## config.mk

```make
export PLATFORM = sky130hd
export DESIGN_NAME = adder_serial_frontend
export DESIGN_NICKNAME = d
export VERILOG_FILES = /design/src/rtl/adder_serial_frontend.sv
export SDC_FILE = /design/constraint.sdc
export NUM_CORES = 1
export LEC_CHECK = 0
export BUFFER_PORTS_ARGS = -buffer_cell sky130_fd_sc_hd__buf_2
export CAP_MARGIN = 20
export CORE_MARGIN = 2
export CORE_UTILIZATION = 56
export CTS_BUF_LIST = sky130_fd_sc_hd__clkbuf_8
export DETAILED_ROUTE_END_ITERATION = 10
export HOLD_SLACK_MARGIN = 0.02
export PLACE_DENSITY = 0.82
export SLEW_MARGIN = 30
export SYNTH_ARGS = -nofsm -noshare
export SYNTH_HDL_FRONTEND = slang
export SYNTH_SLANG_ARGS = --single-unit
```

## constraint.sdc

```tcl
create_clock -name wb_clk_i -period 2.5 [get_ports wb_clk_i]
set_input_delay 0.5 -clock wb_clk_i [delete_from_list [all_inputs] [get_ports wb_clk_i]]
set_output_delay 0.5 -clock wb_clk_i [all_outputs]
set_load 0.01 [all_outputs]
```

## src/rtl/adder_serial_frontend.sv

```systemverilog
// Serial operand loader and result unloader around an external WIDTH-bit adder.
// Operands stream in LSB first (A then B); {cout, sum} streams back out LSB first.
module adder_serial_frontend #(
  parameter int WIDTH  = 32,
  parameter int SETTLE = 2
) (
  input  logic             wb_clk_i,
  input  logic             wb_rst_ni,
  input  logic             start_i,
  input  logic             abort_i,
  input  logic             cin_i,
  input  logic             sin_i,
  input  logic             sin_valid_i,
  output logic [WIDTH-1:0] op_a_o,
  output logic [WIDTH-1:0] op_b_o,
  output logic             cin_o,
  input  logic [WIDTH-1:0] sum_i,
  input  logic             cout_i,
  output logic             sout_o,
  output logic             sout_valid_o,
  input  logic             sout_ready_i,
  output logic             busy_o,
  output logic             done_o
);

  localparam int CW = $clog2(WIDTH + 2);

  localparam logic [2:0] S_IDLE   = 3'd0;
  localparam logic [2:0] S_LOAD_A = 3'd1;
  localparam logic [2:0] S_LOAD_B = 3'd2;
  localparam logic [2:0] S_SETTLE = 3'd3;
  localparam logic [2:0] S_SHIFT  = 3'd4;
  localparam logic [2:0] S_DONE   = 3'd5;

  localparam logic [CW-1:0] LOAD_LAST   = CW'(WIDTH - 1);
  localparam logic [CW-1:0] SHIFT_LAST  = CW'(WIDTH);
  localparam logic [CW-1:0] SETTLE_LAST = CW'(SETTLE - 1);

  logic [2:0]       state;
  logic [CW-1:0]    cnt;
  logic [WIDTH-1:0] a_q;
  logic [WIDTH-1:0] b_q;
  logic [WIDTH:0]   res_q;
  logic             cin_q;
  logic             sout_fire;

  assign op_a_o       = a_q;
  assign op_b_o       = b_q;
  assign cin_o        = cin_q;
  assign sout_o       = res_q[0];
  assign sout_valid_o = (state == S_SHIFT);
  assign busy_o       = (state != S_IDLE);
  assign done_o       = (state == S_DONE);
  assign sout_fire    = sout_valid_o & sout_ready_i;

  always_ff @(posedge wb_clk_i or negedge wb_rst_ni) begin
    if (!wb_rst_ni) begin
      state <= S_IDLE;
      cnt   <= '0;
      a_q   <= '0;
      b_q   <= '0;
      res_q <= '0;
      cin_q <= 1'b0;
    end else if (abort_i && state != S_IDLE) begin
      // Abort wins over every other transition; data registers are kept.
      state <= S_IDLE;
      cnt   <= '0;
    end else begin
      case (state)
        S_IDLE: begin
          if (start_i) begin
            a_q   <= '0;
            b_q   <= '0;
            cin_q <= cin_i;
            cnt   <= '0;
            state <= S_LOAD_A;
          end
        end
        S_LOAD_A: begin
          if (sin_valid_i) begin
            a_q <= {sin_i, a_q[WIDTH-1:1]};
            if (cnt == LOAD_LAST) begin
              cnt   <= '0;
              state <= S_LOAD_B;
            end else begin
              cnt <= cnt + 1'b1;
            end
          end
        end
        S_LOAD_B: begin
          if (sin_valid_i) begin
            b_q <= {sin_i, b_q[WIDTH-1:1]};
            if (cnt == LOAD_LAST) begin
              cnt   <= '0;
              state <= S_SETTLE;
            end else begin
              cnt <= cnt + 1'b1;
            end
          end
        end
        S_SETTLE: begin
          // Operands have been stable since the last B beat; capture after SETTLE cycles.
          if (cnt == SETTLE_LAST) begin
            res_q <= {cout_i, sum_i};
            cnt   <= '0;
            state <= S_SHIFT;
          end else begin
            cnt <= cnt + 1'b1;
          end
        end
        S_SHIFT: begin
          if (sout_fire) begin
            res_q <= {1'b0, res_q[WIDTH:1]};
            if (cnt == SHIFT_LAST) begin
              cnt   <= '0;
              state <= S_DONE;
            end else begin
              cnt <= cnt + 1'b1;
            end
          end
        end
        S_DONE: begin
          cnt   <= '0;
          state <= S_IDLE;
        end
        default: begin
          cnt   <= '0;
          state <= S_IDLE;
        end
      endcase
    end
  end

endmodule

```

==> results of run 1 <==
==> area by class of cell <==
class                      instances  area [um^2]  share of cell area
timing repair buffer             121        663.1              0.1193
clock buffer                       9        123.9             0.02228
clock inverter                     7        51.30            0.009228
sequential                       107         2678              0.4817
inverter                           6        23.77            0.004276
tap                              105        131.4             0.02363
multi-input combinational        397         1888              0.3396
==> flip-flops by register name, indices dropped and copies added, names as in the netlist <==
register	flops
cin_o	1
cnt	6
op_a_o	32
op_b_o	32
res_q	33
state	3
==> metrics by stage <==
| step | hold slack [ns] | cell area [um^2] |
|---|---|---|
| 2_1_floorplan | 0.2044 | 4771 |
| 3_3_place_gp | 0.4597 | 5384 |
| 3_5_place_dp | 0.4662 | 5384 |
| 4_1_cts | 0.2001 | 5559 |
| 5_1_grt | 0.2210 | 5559 |
| 6_report | 0.1487 | 5559 |
==> path summary, 6_finish.rpt <==
check / slack [ns] / depth (start not counted) / from / endpoint
max: 0.15 / 4 / state[0] / sout_valid_o
min: 0.15 / 2 / wb_rst_ni / op_b_o[6]
max reg2reg: 0.41 / 6 / cnt[3] / res_q[2]
min reg2reg: 0.49 / 2 / op_b_o[0] / op_b_o[0]
max in group asynchronous: 1.88 / 2 / wb_rst_ni / op_a_o[21]
min in group wb_clk_i: 0.37 / 2 / cin_i / cin_o
==> power by group through the flow <==
stage / sequential (mW) / clock (mW) / combinational [mW]
global placement: 2.17 / 0 / 1.22
global route: 2.18 / 1.06 / 1.43
floorplan: 2.16 / 0 / 0.931
finish: 2.15 / 0.962 / 1.26
CTS: 2.15 / 0.988 / 1.27
detailed placement: 2.17 / 0 / 1.27
==> logic make-up after synthesis <==
| logic type | count (synthesis) |
|---|---|
| adders and majority gates | 3 |
| DFF | 107 |
| and+or+nand+nor | 269 |
| muxes | 4 |
| buffers and inverters | 46 |
| AOI/OAI and AO/OA | 120 |
| xor gates and xnor gates | 1 |
==> metal layers <==
| metal | global-route usage | vias to the layer above |
|---|---|---|
| met5 | 0 | - |
| met4 | 0.06573 | 0 |
| met1 | 0.2826 | 1893 |
| met3 | 0.05403 | 12 |
| met2 | 0.3519 | 121 |
| li1 | - | 2006 |
==> placed cells by master, fill, tap and decap left out, types with 4 or more instances in the layout <==
master and instances:
dfrtp_1 107, a31oi_1 33, nor2_1 38, o21ai_0 67, nand3_1 5, buf_2 108
nand2_1 199, nor2b_1 4, inv_1 6, buf_4 11, a21oi_1 4, clkbuf_8 9
nor3_1 5
==> results.cfg, run 1 <==
[worst_hold_path]
hold_path.class = in2async

[route]
drc = 0
highest_layer = met4
route.met2.wl_um = 4438
drt_first_iter_violations = 156
drt-met1-wl_um = 4434
wl_met3_um = 669
wl_um = 9649
vias = 4032
postRouteAntennaNets = 0
first_pass_iters = 5
via_per_inst = 5.362
wl_per_cell_um = 12.83

[place]
dpl.hpwl_um = 6577
place.gp.congestion = 0.8002
port_buffers = 109
numPlacedInstances = 736
dp_slack_ns = 0.4207

[timing]
finalCritPeriodShare = 0.9382
rsz0062_at_grt = no
slew_viol_final = 0
setup_ws_ns = 0.1545
fmax_mhz = 426.3
fin_skew_ns = 0.01116
hold_viol = 0
worstMarginPinSlew_ns = 0.5720
setup_viol = 0
tns_ns = 0
layout_min_cycle_time_ns = 2.346
slew_headroom = 0.6187

[synthesis]
yosysMostFrequentCell = nand2_1
synth-seq-cells = 107
synthMuxAreaShare = 0.008655
netlist_area_mm2 = 0.004771
yosysTopAreaCell = dfrtp_1
synth_top_cells_by_area = dfrtp_1 56%, nand2_1 16%, o21ai_0 7.0%, a31oi_1 4.3%, nor2_1 3.1%
async_reset_ff_frac = 1.000
synth_top_family_by_area = simple AND/OR/NAND/NOR gates
synth-adder-area-share = 0.007868
synth.top_cell.area_share = 0.5612
synth_edf_count = 0
synth_nets = 594
synth_xor_area_frac = 0.001836
yosys_warnings = 0
synth_commonest_cells = 199 x nand2_1, 107 x dfrtp_1, 67 x o21ai_0, 39 x nor2_1, 33 x a31oi_1
ys.flop_type = dfrtp_1
synth-seq-area-share = 0.5612
yosysUniqueCellTypes = 43
syn_inst = 550
avgSynthCellArea_um2 = 8.674
synth_compound_area_frac = 0.1461
yosys.area_share.simple = 0.2295

[global_route]
gr-usage-all-layers = 0.2148
grt_max_degree = 108
grt_overflow = 0
grt_pass1_wl_um = 15730
antenna_found_initial = 0
grt_pass1_vias = 3529

[clocking]
cts.sinks = 107
cts_buffer_depth = 2
cts_tree = done
hold_buffers = 0
numCtsBuffers = 9
worstSkewPairLatency_ns = 0.37
htreeDepth = 3
root_buffer = clkbuf_8
cts-resized-gates = 0
clk_pin_slew_ns = 0.10
cts_setup_buffers = 0

[critical_path]
cp_slowest_cell = or3b_1
crit_path_start_kind = flop
critical_path_class = reg2out
path_buf_inv = 3
path_delay_family = buffers and inverters
crit_fanout = 21
path_cells = or3b_1 -> clkinv_2 -> buf_4 -> buf_2
end_kind = output port
crit_arrival_ns = 1.85
critPathRequiredTime_ns = 2.00
critPathMaxStageDelay_ns = 0.45

[power]
intPower_mw = 2.811
netSwitchingPower_mw = 1.561
power_frac_comb = 0.289
p_seq_frac = 0.491
switching_share = 0.3571
power.leakage_nw = 2.747
ir_drop_v = 0.0005174
p_clk_frac = 0.220
finalPower_mw = 4.372
power.density_mw_per_mm2 = 786.5

[status]
run_status = finished clean

[final_layout]
utilization = 0.6732
nFillCells = 688
final_nets = 686
n_antenna_cell = 0
drive_above_1_share = 0.2241
syn_to_final_growth_pct = 16.52
instances_no_fill = 752

[die]
num_rows = 33
top_level_ports = 110
die_area_mm2 = 0.009274
start_util = 0.5777
fp.dieW_um = 96.30
die_h_um = 96.30
coreArea_mm2 = 0.008258

[run]
cap_violations = 0
(Power assumes the default switching activity.)
==> inputs of run 2 (changes only) <==
--- a/config.mk
+++ b/config.mk
@@ -5,8 +5,10 @@
 export SDC_FILE = /design/constraint.sdc
 export NUM_CORES = 1
 export LEC_CHECK = 0
+export ABC_AREA = 1
 export BUFFER_PORTS_ARGS = -buffer_cell sky130_fd_sc_hd__buf_2
 export CAP_MARGIN = 20
+export CORE_ASPECT_RATIO = 1.75
 export CORE_MARGIN = 2
 export CORE_UTILIZATION = 56
 export CTS_BUF_LIST = sky130_fd_sc_hd__clkbuf_8
==> run 2 against run 1 <==
- synthesized cell count rose by 5.5%
- critical path depth did not move
- global-route usage rose by 1.3 points
- combinational power rose by 75%
- via count rose by 5.5%
- non-clock buffer count fell by 1
==> results.cfg, run 2 <==
[route]
wl_um = 10570
via_per_inst = 5.331
postRouteAntennaNets = 0
wl_per_cell_um = 13.24
first_pass_iters = 4
drc = 0
vias = 4254
drt_first_iter_violations = 225

[synthesis]
netlist_area_mm2 = 0.005025
syn_inst = 580
yosysUniqueCellTypes = 30
synth_commonest_cells = 165 x nand2_1, 107 x dfrtp_1, 61 x o21ai_0, 53 x inv_1, 53 x nand3_1
yosys_warnings = 0
synth-seq-cells = 107
yosysMostFrequentCell = nand2_1
synth_top_cells_by_area = dfrtp_1 53%, nand2_1 12%, o21ai_0 6.1%, nand3_1 5.3%, inv_1 4.0%
async_reset_ff_frac = 1.000
avgSynthCellArea_um2 = 8.663
synth_edf_count = 0
yosysTopAreaCell = dfrtp_1
synth.top_cell.area_share = 0.5329
synth_nets = 624
ys.flop_type = dfrtp_1
synth-seq-area-share = 0.5329

[die]
die_area_mm2 = 0.009776
fp.dieW_um = 75.61
num_rows = 45
start_util = 0.5758
coreArea_mm2 = 0.008727
die_h_um = 129.3
top_level_ports = 110

[critical_path]
crit_arrival_ns = 1.74
r2r_cells = 8
critical_path_class = reg2out
startpoint = state[0]
critPathMaxStageDelay_ns = 0.47
path_buf_inv = 2
r2r-start = state[0]
crit_path_start_kind = flop
cp_slowest_cell = dfrtp_1
crit_fanout = 30
critPathRequiredTime_ns = 2.00
end_kind = output port
r2r_slack_ns = 0.51
path_cells = nor2_4 -> nand2_2 -> inv_2 -> buf_2
timing.rr.end = res_q[26]
path_delay_family = buffers and inverters

[final_layout]
final_nets = 721
layout_commonest_cell = nand2_1
largest_reg_flops = 33
final_cell_mix = 165 x nand2_1, 108 x buf_2, 107 x dfrtp_1, 61 x o21ai_0, 55 x inv_1
drive_above_1_share = 0.2452
instances_no_fill = 798
syn_to_final_growth_pct = 15.36
stdcell_area_mm2 = 0.005797
n_antenna_cell = 0
regMostFlops = res_q
utilization = 0.6642

[clocking]
cts.sinks = 107
cts_tree = done
hold_buffers = 0
cts_setup_buffers = 0
htreeDepth = 3
numCtsBuffers = 9
clk_pin_slew_ns = 0.09
root_buffer = clkbuf_8
cts_buffer_depth = 2
cts-resized-gates = 0
worstSkewPairLatency_ns = 0.36

[timing]
setup_viol = 0
slew_viol_final = 0
hold_viol = 0
setup_ws_ns = 0.2556
tns_ns = 0
fin_skew_ns = 0.01189
layout_min_cycle_time_ns = 2.244
worstMarginPinSlew_ns = 0.4819
fmax_mhz = 445.6
rsz0062_at_grt = no
slew_headroom = 0.6784
finalCritPeriodShare = 0.8978
fin_hold_ws_ns = 0.08822

[place]
dp_slack_ns = 0.5243
place.gp.congestion = 0.8317
numPlacedInstances = 783
dpl.hpwl_um = 7488
placed_area_mm2 = 0.005635
port_buffers = 109

[global_route]
antenna_found_initial = 0
grt_pass1_vias = 3999
grt_pass1_wl_um = 17520
grt_overflow = 0
gr-usage-all-layers = 0.2274
grt_max_degree = 73

[power]
finalPower_mw = 5.299
power.leakage_nw = 3.074
power.density_mw_per_mm2 = 914.2
ir_drop_v = 0.0006088

[run]
cap_violations = 0

[status]
run_status = finished clean

[worst_hold_path]
hold_path.class = in2async
## run 2: layer usage
layer / global-route usage / share of wire / up-vias
met4: 0.1280 / 0.030 / 0
met3: 0.04044 / 0.055 / 28
li1: - / - / 2098
met5: 0 / 0 / -
met2: 0.3529 / 0.50 / 139
met1: 0.2959 / 0.42 / 1989
## run 2: cell type report
class	instances	area, um^2
Clock inverter	5	23.77
Multi-Input combinational cell	383	1946
Timing Repair Buffer	120	655.6
Inverter	56	210.2
Clock buffer	10	137.6
Fill cell	700	2930
Sequential cell	107	2678
Tap cell	117	146.4
## run 2: worst max path at each step
stage	to	depth (start not counted)
floorplan	sout_valid_o	5
global placement	res_q[26]	8
detailed placement	res_q[26]	8
CTS	sout_valid_o	4
global route	sout_valid_o	4
finish	sout_valid_o	4
## run 2: cell families after synthesis
logic type                 share of synthesized area
adders and majority gates                   0.007471
and+or+nand+nor                               0.2097
buffers and inverters                        0.07993
AOI/OAI and AO/OA                             0.1678
DFF                                           0.5329
muxes                                       0.002241
## run 2: power breakdown
part / switching (mW) / internal [mW]
clock network: 0.533 / 0.373
logic: 1.56 / 0.637
registers: 0.141 / 2.06
total: 2.23 / 3.07
## run 2: worst register-to-register path, stage by stage (launching register included)
cell	delay [ns]
dfrtp_1	0.47
nor2_4	0.21
nand2_4	0.10
nand2_4	0.14
nand2_2	0.13
nor2_8	0.34
buf_4	0.34
o211ai_2	0.12
o21ai_0	0.09
